<file path="src/rtl/openip_stream_arbiter.sv">
// Round-robin arbiter merging NUM_INPUTS valid/ready streams onto one registered output.
// Multi-beat packets (framed by w_last) keep their grant until the last beat is accepted.
module openip_stream_arbiter #(
    parameter  int NUM_INPUTS = 4,
    parameter  int DATA_WIDTH = 32,
    localparam int ID_WIDTH   = (NUM_INPUTS > 1) ? $clog2(NUM_INPUTS) : 1
) (
    input  logic                             clk,
    input  logic                             rstn,
    input  logic [NUM_INPUTS-1:0]            w_valid,
    output logic [NUM_INPUTS-1:0]            w_ready,
    input  logic [NUM_INPUTS*DATA_WIDTH-1:0] w_data,
    input  logic [NUM_INPUTS-1:0]            w_last,
    output logic                             r_valid,
    input  logic                             r_ready,
    output logic [DATA_WIDTH-1:0]            r_data,
    output logic                             r_last,
    output logic [ID_WIDTH-1:0]              r_id
);

    typedef enum logic [0:0] {
        ST_IDLE   = 1'b0,
        ST_LOCKED = 1'b1
    } state_t;

    state_t                state_q, state_d;
    logic [ID_WIDTH-1:0]   cur_q, cur_d;
    logic [ID_WIDTH-1:0]   ptr_q, ptr_d;
    logic                  r_valid_q, r_valid_d;
    logic [DATA_WIDTH-1:0] r_data_q, r_data_d;
    logic                  r_last_q, r_last_d;
    logic [ID_WIDTH-1:0]   r_id_q, r_id_d;

    logic [NUM_INPUTS-1:0] hi_mask;
    logic [NUM_INPUTS-1:0] req_hi;
    logic [ID_WIDTH-1:0]   win_hi;
    logic [ID_WIDTH-1:0]   win_any;
    logic [ID_WIDTH-1:0]   winner;
    logic                  found;
    logic [ID_WIDTH-1:0]   grant_idx;
    logic                  grant_en;
    logic                  slot_free;
    logic [DATA_WIDTH-1:0] sel_data;
    logic                  sel_last;
    logic                  xfer;

    assign slot_free = !r_valid_q || r_ready;

    // Requesters above the pointer outrank those at or below it, which yields
    // the circular search order ptr+1, ptr+2, ... wrapping back to ptr itself.
    for (genvar gi = 0; gi < NUM_INPUTS; gi++) begin : g_mask
        assign hi_mask[gi] = (ID_WIDTH'(gi) > ptr_q);
    end

    assign req_hi = w_valid & hi_mask;

    always_comb begin
        win_hi  = '0;
        win_any = '0;
        for (int i = NUM_INPUTS - 1; i >= 0; i--) begin
            if (req_hi[i]) begin
                win_hi = ID_WIDTH'(i);
            end
            if (w_valid[i]) begin
                win_any = ID_WIDTH'(i);
            end
        end
    end

    assign found     = |w_valid;
    assign winner    = (|req_hi) ? win_hi : win_any;
    assign grant_idx = (state_q == ST_LOCKED) ? cur_q : winner;
    assign grant_en  = (state_q == ST_LOCKED) || found;

    for (genvar gi = 0; gi < NUM_INPUTS; gi++) begin : g_ready
        assign w_ready[gi] = grant_en && slot_free && (grant_idx == ID_WIDTH'(gi));
    end

    always_comb begin
        sel_data = '0;
        sel_last = 1'b0;
        for (int i = 0; i < NUM_INPUTS; i++) begin
            if (grant_idx == ID_WIDTH'(i)) begin
                sel_data = w_data[i*DATA_WIDTH +: DATA_WIDTH];
                sel_last = w_last[i];
            end
        end
    end

    assign xfer = |(w_valid & w_ready);

    always_comb begin
        state_d   = state_q;
        cur_d     = cur_q;
        ptr_d     = ptr_q;
        r_valid_d = r_valid_q;
        r_data_d  = r_data_q;
        r_last_d  = r_last_q;
        r_id_d    = r_id_q;

        // A beat loaded this cycle refills the slot even while the old one drains.
        if (xfer) begin
            r_valid_d = 1'b1;
            r_data_d  = sel_data;
            r_last_d  = sel_last;
            r_id_d    = grant_idx;
        end else if (r_ready) begin
            r_valid_d = 1'b0;
        end

        case (state_q)
            ST_IDLE: begin
                if (xfer) begin
                    ptr_d = grant_idx;
                    if (!sel_last) begin
                        state_d = ST_LOCKED;
                        cur_d   = grant_idx;
                    end
                end
            end
            ST_LOCKED: begin
                if (xfer && sel_last) begin
                    state_d = ST_IDLE;
                end
            end
            default: begin
                state_d = ST_IDLE;
            end
        endcase
    end

    always_ff @(posedge clk or negedge rstn) begin
        if (!rstn) begin
            state_q   <= ST_IDLE;
            cur_q     <= '0;
            ptr_q     <= ID_WIDTH'(NUM_INPUTS - 1);
            r_valid_q <= 1'b0;
            r_data_q  <= '0;
            r_last_q  <= 1'b0;
            r_id_q    <= '0;
        end else begin
            state_q   <= state_d;
            cur_q     <= cur_d;
            ptr_q     <= ptr_d;
            r_valid_q <= r_valid_d;
            r_data_q  <= r_data_d;
            r_last_q  <= r_last_d;
            r_id_q    <= r_id_d;
        end
    end

    assign r_valid = r_valid_q;
    assign r_data  = r_data_q;
    assign r_last  = r_last_q;
    assign r_id    = r_id_q;

endmodule

</file>
<file path="config.mk">
export PLATFORM = sky130hd
export DESIGN_NAME = openip_stream_arbiter
export DESIGN_NICKNAME = d
export VERILOG_FILES = /design/src/rtl/openip_stream_arbiter.sv
export SDC_FILE = /design/constraint.sdc
export NUM_CORES = 1
export LEC_CHECK = 0
export BUFFER_PORTS_ARGS = -buffer_cell sky130_fd_sc_hd__buf_4
export CAP_MARGIN = 5
export CORE_MARGIN = 2
export CORE_UTILIZATION = 48
export DETAILED_ROUTE_END_ITERATION = 8
export PLACE_DENSITY = 0.92
export SLEW_MARGIN = 10
export SYNTH_ARGS = -nofsm -noshare
export SYNTH_HDL_FRONTEND = slang
export SYNTH_SLANG_ARGS = --single-unit
</file>
<file path="constraint.sdc">
create_clock -name clk -period 6.1 [get_ports clk]
set_clock_uncertainty 0.1 [all_clocks]
set_input_delay 0.305 -clock clk [delete_from_list [all_inputs] [get_ports clk]]
set_output_delay 0.305 -clock clk [all_outputs]
set_load 0.01 [all_outputs]
</file>
After elaboration in Yosys (flattened, before gate mapping)
Cells that the tools add are included.
- order comparisons: 4
- equal/unequal tests: 3
- multiplexer cells: 24
- bitwise operators: 4
- reductions and logical operators: 16
- operators with widths (cell ; count):
    32-bit 2-to-1 mux ; 4
    2-bit 2-to-1 mux ; 10
    4-bit OR reduction ; 3
    1-bit 2-to-1 mux ; 9
    4-bit bitwise AND ; 2
    1-bit logical AND ; 6
    2-bit equality test, second input constant ; 2
    1-bit by 2-bit > comparator with 1-bit output, first input constant ; 2
    2-bit > comparator, first input constant ; 2
    3-bit AND reduction ; 1
    2-bit by 1-bit equality test with 1-bit output, second input constant ; 1
    2-bit zero test ; 1
    1-bit logical OR ; 2
    1-bit NOT ; 2
    1-bit one-hot mux with 2 select lines ; 1
    2-bit AND reduction ; 1
    2-bit nonzero test ; 1
    1-bit zero test ; 1
- flip-flop bits (word level): 41
- bits of input ports: 139
- output and inout port bits: 40

Logic depth before layout (Yosys ltp)
Gate-level depths: netlist (run 1).
- word-level depth: 16
- gate-level depth with buffers: 10
- gate-level depth less buffers: 6

Worst setup path before layout (run 1)
OpenSTA, ideal clock, no wires.
- path kind: flip-flop to flip-flop
- from: register ptr_q[0]
- to: register r_data_q[19] (netlist: r_data[19])
- data arrival time: 2106 ps
- slack: 3769 ps
- cell stages (with the launch flop): 8
- path through: dfstp_2 -> nand3b_1 -> o221a_2 -> mux2i_1 -> a22oi_1 -> a211oi_4 -> buf_6 -> mux2_2
- word-level cells in the longest chain between the ends: 13
- elaborated cells on any way between the ends: 26
- those cells by class: order compare: 4; eq/ne: 3; mux: 10; bitwise: 2; reduce/logical: 7
- RTL lines (element ; line ; source):
    start, declared ; 28 ; logic [ID_WIDTH-1:0] ptr_q, ptr_d;
    start signal, assigned ; 136 ; ptr_q <= ID_WIDTH'(NUM_INPUTS - 1);
    start signal, assigned ; 144 ; ptr_q <= ptr_d;
    2-bit > comparator ; 52 ; assign hi_mask[gi] = (ID_WIDTH'(gi) > ptr_q);
    4-bit bitwise AND * ; 55 ; assign req_hi = w_valid & hi_mask;
    2-bit 2-to-1 mux (4 in a row) ; 61 ; if (req_hi[i]) begin
    2-bit 2-to-1 mux * ; 71 ; assign winner = (|req_hi) ? win_hi : win_any;
    2-bit 2-to-1 mux * ; 72 ; assign grant_idx = (state_q == ST_LOCKED) ? cur_q : winner;
    2-bit zero test ; 76, 83 ;
    32-bit 2-to-1 mux (4 in a row) ; 83 ; if (grant_idx == ID_WIDTH'(i)) begin
    end signal, assigned ; 146 ; r_data_q <= r_data_d;
    end, declared ; 30 ; logic [DATA_WIDTH-1:0] r_data_q, r_data_d;
Mark *: on every way between the ends. The rest lies on a longest branch, timed or not.
A chain may end at the register's enable or synchronous reset.

Worst setup path in the final report (run 1)
- from: register state_q
- to: register r_data_q[21] (netlist: r_data[21])
- word-level cells in the longest chain between the ends: 6
- elaborated cells on any way between the ends: 17
- those cells by class: eq/ne: 3; mux: 5; bitwise: 1; reduce/logical: 8
- RTL lines (element ; line ; source):
    start, declared ; 26 ; state_t state_q, state_d;
    start signal, assigned ; 142 ; state_q <= state_d;
    2-bit 2-to-1 mux ; 72 ;
    2-bit zero test ; 76, 83 ;
    32-bit 2-to-1 mux (4 in a row) ; 83 ;
Parallel ways exist; a longest one is shown, timed or not.

==> results.sh, run 1 <==
export IMPL_final_max_slew_viol_count=0
export IMPL_synth_warnings=0
export IMPL_setup_viol=0
export IMPL_grt_pass1_vias=2889
export IMPL_p_leak_uw=0.002257
export IMPL_dpl_cell_area_mm2=0.004362
export IMPL_synth_common_cells="mux2i_1, dfrtp_1, mux2_1, mux2_2, nand2_1"
export IMPL_period_minus_slack_ns=3.169
export IMPL_clk_latency_ns=0.29
export IMPL_cp_slowest_cell="a211oi_4"
export IMPL_fp_dieW_um=83.26
export IMPL_synthCells=269
export IMPL_ir_drop_v=0.0003579
export IMPL_antenna_cells=0
export IMPL_cts_clk_slew_worst_paths_ns=0.08
export IMPL_drc=0
export IMPL_htreeDepth=2
export IMPL_rows=28
export IMPL_synthMuxAreaShare_pct=46.27
export IMPL_synth_seq_cells=41
export IMPL_yosysSeqAreaShare_pct=34.11
export IMPL_worstSetupPathType="flip-flop to flip-flop"
export IMPL_crit_fanout=36
export IMPL_worst_pin_slew_ns=0.8168
export IMPL_whs_path_depth=4
export IMPL_synth_top_family_by_area="multiplexers"
export IMPL_p_per_area_mw_per_mm2=518.6
export IMPL_yosys_area_top_type="mux2i_1"
export IMPL_rsz0062_at_grt="no"
export IMPL_fin_area_mm2=0.004476
export IMPL_gr_total_overflow=0
export IMPL_yosys_top_cells_area="mux2i_1, dfrtp_1, mux2_1, mux2_2, buf_6"
export IMPL_wl_um=8224
export IMPL_antenna_left=0
export IMPL_drt_pass1_iter_count=4
export IMPL_max_stage_delay_ns=0.77
export IMPL_synth_top_cell_area_share_pct=33.20
export IMPL_syn_to_final_growth_pct=48.42
export IMPL_max_freq_mhz=315.6
export IMPL_gp_congestion=0.8494
export IMPL_synthesis_area_mm2=0.003015
export IMPL_hpwl_um=6522
export IMPL_multi_input_area_mm2=0.001858
export IMPL_clkSinkCount=41
export IMPL_vias=2804
export IMPL_synthAdderAreaFrac_pct=0
export IMPL_cts_tree="yes"
export IMPL_min_to="r_data[6]"
export IMPL_slew_headroom_pct=45.37
export IMPL_post_cts_setup_buffers=0
export IMPL_ys_async_sr_fraction_pct=100.0
export IMPL_dr_first_iter_drc_count=88
export IMPL_synth_edf_count=0
export IMPL_layout_cells_non_filler=516
export IMPL_hold_slack_ns=0.3213
export IMPL_ys_flop_type="dfrtp_1"
export IMPL_cts_buffer_depth=2
export IMPL_cp_required_ns=6.18
export IMPL_die_area_mm2=0.006932
export IMPL_r2r_slack_ns=2.93
export IMPL_yosys_area_share_simple_pct=7.510
export IMPL_r2r_start="state_q"
export IMPL_io_pin_count=179
export IMPL_holdCritStartpoint="w_data[6]"
export IMPL_cp_end_kind="flip-flop"
export IMPL_dp_cells=508
export IMPL_start_util_pct=50.33
export IMPL_finalCritPeriodShare_pct=51.95
export IMPL_io_buffers=178
export IMPL_status="completed"
export IMPL_r2r_end="r_data[21]"
export IMPL_chipHeight_um=83.26
export IMPL_avgSynthCellArea_um2=11.21
export IMPL_ff_latch_area_mm2=0.001028
export IMPL_synth_nets=408
export IMPL_fin_tns_setup_ns=0
export IMPL_max_cap_violations=0
export IMPL_arrival_ns=3.24
export IMPL_grt_max_degree=42
export IMPL_power_uw=2321
export IMPL_hp_class="input pin to flip-flop"
export IMPL_grt_use_total_pct=23.41
export IMPL_antenna_found_initial=0
export IMPL_core_mm2=0.005991
export IMPL_ff2ff_path_depth=5
export IMPL_startpoint_type="flip-flop"
export IMPL_vias_per_cell=5.434
export IMPL_synth_xor_area_share_pct=0
export IMPL_drive_gt1_share_pct=48.53
export IMPL_ys_types=43
export IMPL_wl_per_cell_um=15.94
export IMPL_nFillCells=441
export IMPL_synth_compound_area_share_pct=7.469
export IMPL_synth_most_common_cell="mux2i_1"
export IMPL_finalNetCount=580
export IMPL_grt_pass1_wl_um=13510
export IMPL_cts_made_buffers=5
export IMPL_crit_chain="nor2b_1, nor2_8, a211oi_4, buf_4, mux2_2"
export IMPL_hold_viol=0
export IMPL_root_buffer="clkbuf_8"
power by group:
group / switching [uW] / leakage, uW / internal (uW) / total (uW)
registers: 105 / 0.000476 / 430 / 535
clock network: 90.1 / 0.0000540 / 119 / 209
logic: 759 / 0.00173 / 817 / 1580
registers in the layout, indices dropped and copies added (netlist names):
signal / cells
r_data: 32
r_valid: 1
state_q: 1
cur_q: 2
r_last: 1
ptr_q: 2
r_id: 2
through the flow:
stage                     util (%)  setup WS, ns
after floorplan                  -         3.769
after global placement       72.81         3.014
after detailed placement     72.81         2.918
after CTS                    74.71         2.895
after global routing         74.71         2.710
final                        74.71         2.931
what timing repair did:
action                                 in CTS  in global routing
endpoints found under the hold margin      39                  0
gates resized for setup                     0                  0
hold buffers                                1                  0
cells in the final DEF, fill, tap and decap left out, drive strengths merged, types with 2 or more instances in the layout:
master	synthesis	final
nand2	10	10
o221ai	3	3
dfstp	2	2
clkbuf	2	5
nand2b	3	3
a21oi	5	5
buf	15	181
a211oi	2	2
mux2i	100	100
nand4	2	2
nor2	9	9
nor2b	4	4
nand3	3	3
dfrtp	39	39
nor3	4	4
or2	4	4
o21ai	7	7
mux2	35	35
inv	6	6
area by class of cell:
class	count	share of cell area [%]
sequential	41	22.98
timing repair buffer	182	30.58
clock inverter	2	0.7828
inverter	6	0.5032
clock buffer	5	1.538
multi-input combinational	205	41.52
tap	75	2.097
how the worst max path moves through the flow:
stage | start | depth (start not counted) | to
6_report | state_q | 5 | r_data[21]
3_5_place_dp | state_q | 5 | r_data[23]
2_1_floorplan | ptr_q[0] | 7 | r_data[19]
4_1_cts | state_q | 5 | r_data[23]
3_3_place_gp | ptr_q[1] | 7 | r_data[21]
5_1_grt | state_q | 5 | r_data[25]
layer usage:
layer	vias to the layer above	routed length, um	track usage, %
met2	113	4421	42.52
met1	1336	3096	27.36
met5	-	0	0
met4	0	165	6.706
met3	19	542	5.467
li1	1336	-	-
critical path, delay by kind of cell (launching register included):
kind	cells	cell delay [ns]
buffers and inverters	1	0.42
multiplexers	1	0.38
flip-flops	1	0.61
AND/OR/NAND/NOR	2	0.76
AO/OA/AOI/OAI	1	0.77
cells by family (layout without fill, tap and decap cells):
kind of cell           after synthesis  count (layout)
AO/OA/AOI/OAI                       28              28
buffers and inverters               23             195
flip-flops                          41              41
multiplexers                       135             135
AND/OR/NAND/NOR                     42              42
(Power assumes the default switching activity.)
==> run 2, diff against run 1 <==
- CORE_UTILIZATION: 48 -> 44
- PLACE_DENSITY: 0.92 -> 0.86
- clock period: 6.1 -> 3.3 ns (I/O delays scaled with it)
==> results.sh, run 2 (synthesis results as in run 1) <==
export IMPL_final_common_cell="buf_4"
export IMPL_clkPwrFrac_pct=9.7
export IMPL_slew_headroom_pct=60.49
export IMPL_fp_dieW_um=86.79
export IMPL_p_per_area_mw_per_mm2=958.9
export IMPL_core_mm2=0.006719
export IMPL_utilization_pct=67.11
export IMPL_crit_end="w_ready[3]"
export IMPL_start_util_pct=44.88
export IMPL_worst_pin_slew_ns=0.5927
export IMPL_io_buffers=178
export IMPL_largest_register_ff_count=32
export IMPL_r2r_slack_ns=0.70
export IMPL_place_ws_ns=0.7130
export IMPL_max_cap_violations=0
export IMPL_gp_congestion=0.8780
export IMPL_startpoint_type="flip-flop"
export IMPL_dpl_cell_area_mm2=0.004383
export IMPL_switching_share_pct=40.56
export IMPL_status="completed"
export IMPL_layout_cells_non_filler=524
export IMPL_crit_path_start="ptr_q[1]"
export IMPL_cts_resized_gates=0
export IMPL_setup_ws_ns=0.6874
export IMPL_r2r_start="ptr_q[1]"
export IMPL_combinationalPowerShare_pct=67.6
export IMPL_dp_cells=515
export IMPL_period_minus_slack_ns=2.613
export IMPL_grt_pass1_vias=2813
export IMPL_ir_drop_v=0.0004085
export IMPL_root_buffer="clkbuf_8"
export IMPL_final_max_slew_viol_count=0
export IMPL_internal_power_uw=2570
export IMPL_drc=0
export IMPL_worstSetupPathType="flip-flop to primary output"
export IMPL_finalNetCount=582
export IMPL_post_cts_setup_buffers=0
export IMPL_fin_tns_setup_ns=0
export IMPL_cts_tree="yes"
export IMPL_gr_total_overflow=0
export IMPL_max_freq_mhz=382.8
export IMPL_cp_required_ns=3.03
export IMPL_layout_common_cells="buf_4, mux2i_1, dfrtp_1"
export IMPL_clkSinkCount=41
export IMPL_cts_clk_slew_worst_paths_ns=0.09
export IMPL_antenna_left=0
export IMPL_nFillCells=555
export IMPL_die_area_mm2=0.007532
export IMPL_cts_made_buffers=5
export IMPL_crit_fanout=32
export IMPL_hp_class="input pin to flip-flop"
export IMPL_antenna_found_initial=0
export IMPL_grt_max_degree=42
export IMPL_antenna_cells=0
export IMPL_arrival_ns=2.35
export IMPL_grt_use_total_pct=21.41
export IMPL_dr_first_iter_drc_count=100
export IMPL_syn_to_final_growth_pct=49.54
export IMPL_wl_per_cell_um=15.68
export IMPL_rows=30
export IMPL_htreeDepth=2
export IMPL_wl_um=8217
export IMPL_ff2ff_path_depth=7
export IMPL_grt_pass1_wl_um=12920
export IMPL_finalCritPeriodShare_pct=79.17
export IMPL_cts_buffer_depth=2
export IMPL_rsz0062_at_grt="no"
export IMPL_vias_per_cell=5.347
export IMPL_chipHeight_um=86.79
export IMPL_io_pin_count=179
export IMPL_vias=2802
export IMPL_r2r_end="r_data[13]"
export IMPL_hold_viol=0
export IMPL_clk_latency_ns=0.28
export IMPL_setup_viol=0
export IMPL_fin_area_mm2=0.004509
export IMPL_cp_end_kind="primary output"
export IMPL_p_leak_uw=0.002271
export IMPL_holdCritStartpoint="w_data[3]"
export IMPL_hpwl_um=6534
export IMPL_drt_pass1_iter_count=7
export IMPL_p_sw_uw=1754
export IMPL_drive_gt1_share_pct=48.65
export IMPL_p_seq_share_pct=22.8
-- run 2: routing by layer --
layer  global-route usage, %  vias up  routed length [um]
met2                   38.93       98                4387
met1                   25.88     1351                3292
met3                   4.381        6                 468
li1                        -     1347                   -
met5                       0        -                   0
met4                   4.688        0                  69
-- run 2: how the worst min path moves through the flow --
stage | cells past startpoint | end | slack (ns)
finish | 4 | r_data[3] | 0.18
detailed placement | 1 | r_data[4] | 0.09
global placement | 1 | r_data[4] | 0.08
global route | 4 | r_data[5] | 0.20
CTS | 4 | r_data[3] | 0.17
floorplan | 0 | cur_q[0] | -0.23
-- run 2: critical path: stages (launching register included) --
cell and delay, ns:
dfstp_2 0.60, nor3b_1 0.10, or2_2 0.32, o21ai_4 0.17, buf_4 0.44, nand2_1 0.17, nor2_1 0.12, buf_4 0.13
-- run 2: per-stage QoR --
stage / power, uW / hold slack (ns)
floorplan: 3090 / -0.2306
global placement: 3858 / 0.08252
detailed placement: 3943 / 0.08529
CTS: 4377 / 0.1708
global route: 4628 / 0.1980
finish: 4324 / 0.1761
-- run 2: power by group through the flow --
stage | Sequential (uW) | Combinational, uW | Clock [uW]
final | 985 | 2920 | 418
after floorplan | 1050 | 2040 | 0
after detailed placement | 989 | 2950 | 0
after CTS | 984 | 2960 | 433
after global routing | 1020 | 3150 | 454
after global placement | 977 | 2880 | 0
-- run 2: area by class of cell --
class	count	area [um2]	area share (%)
multi-input combinational	205	1858	41.20
timing repair buffer	184	1384	30.69
sequential	41	1028	22.81
tap	80	100.1	2.220
clock buffer	7	86.33	1.915
clock inverter	1	30.03	0.6659
inverter	6	22.52	0.4994
-- run 2: repair_timing --
action / CTS / global route
hold buffers: 1 / 0
endpoints found under the hold margin: 39 / 0
setup endpoints to repair: 0 / 0
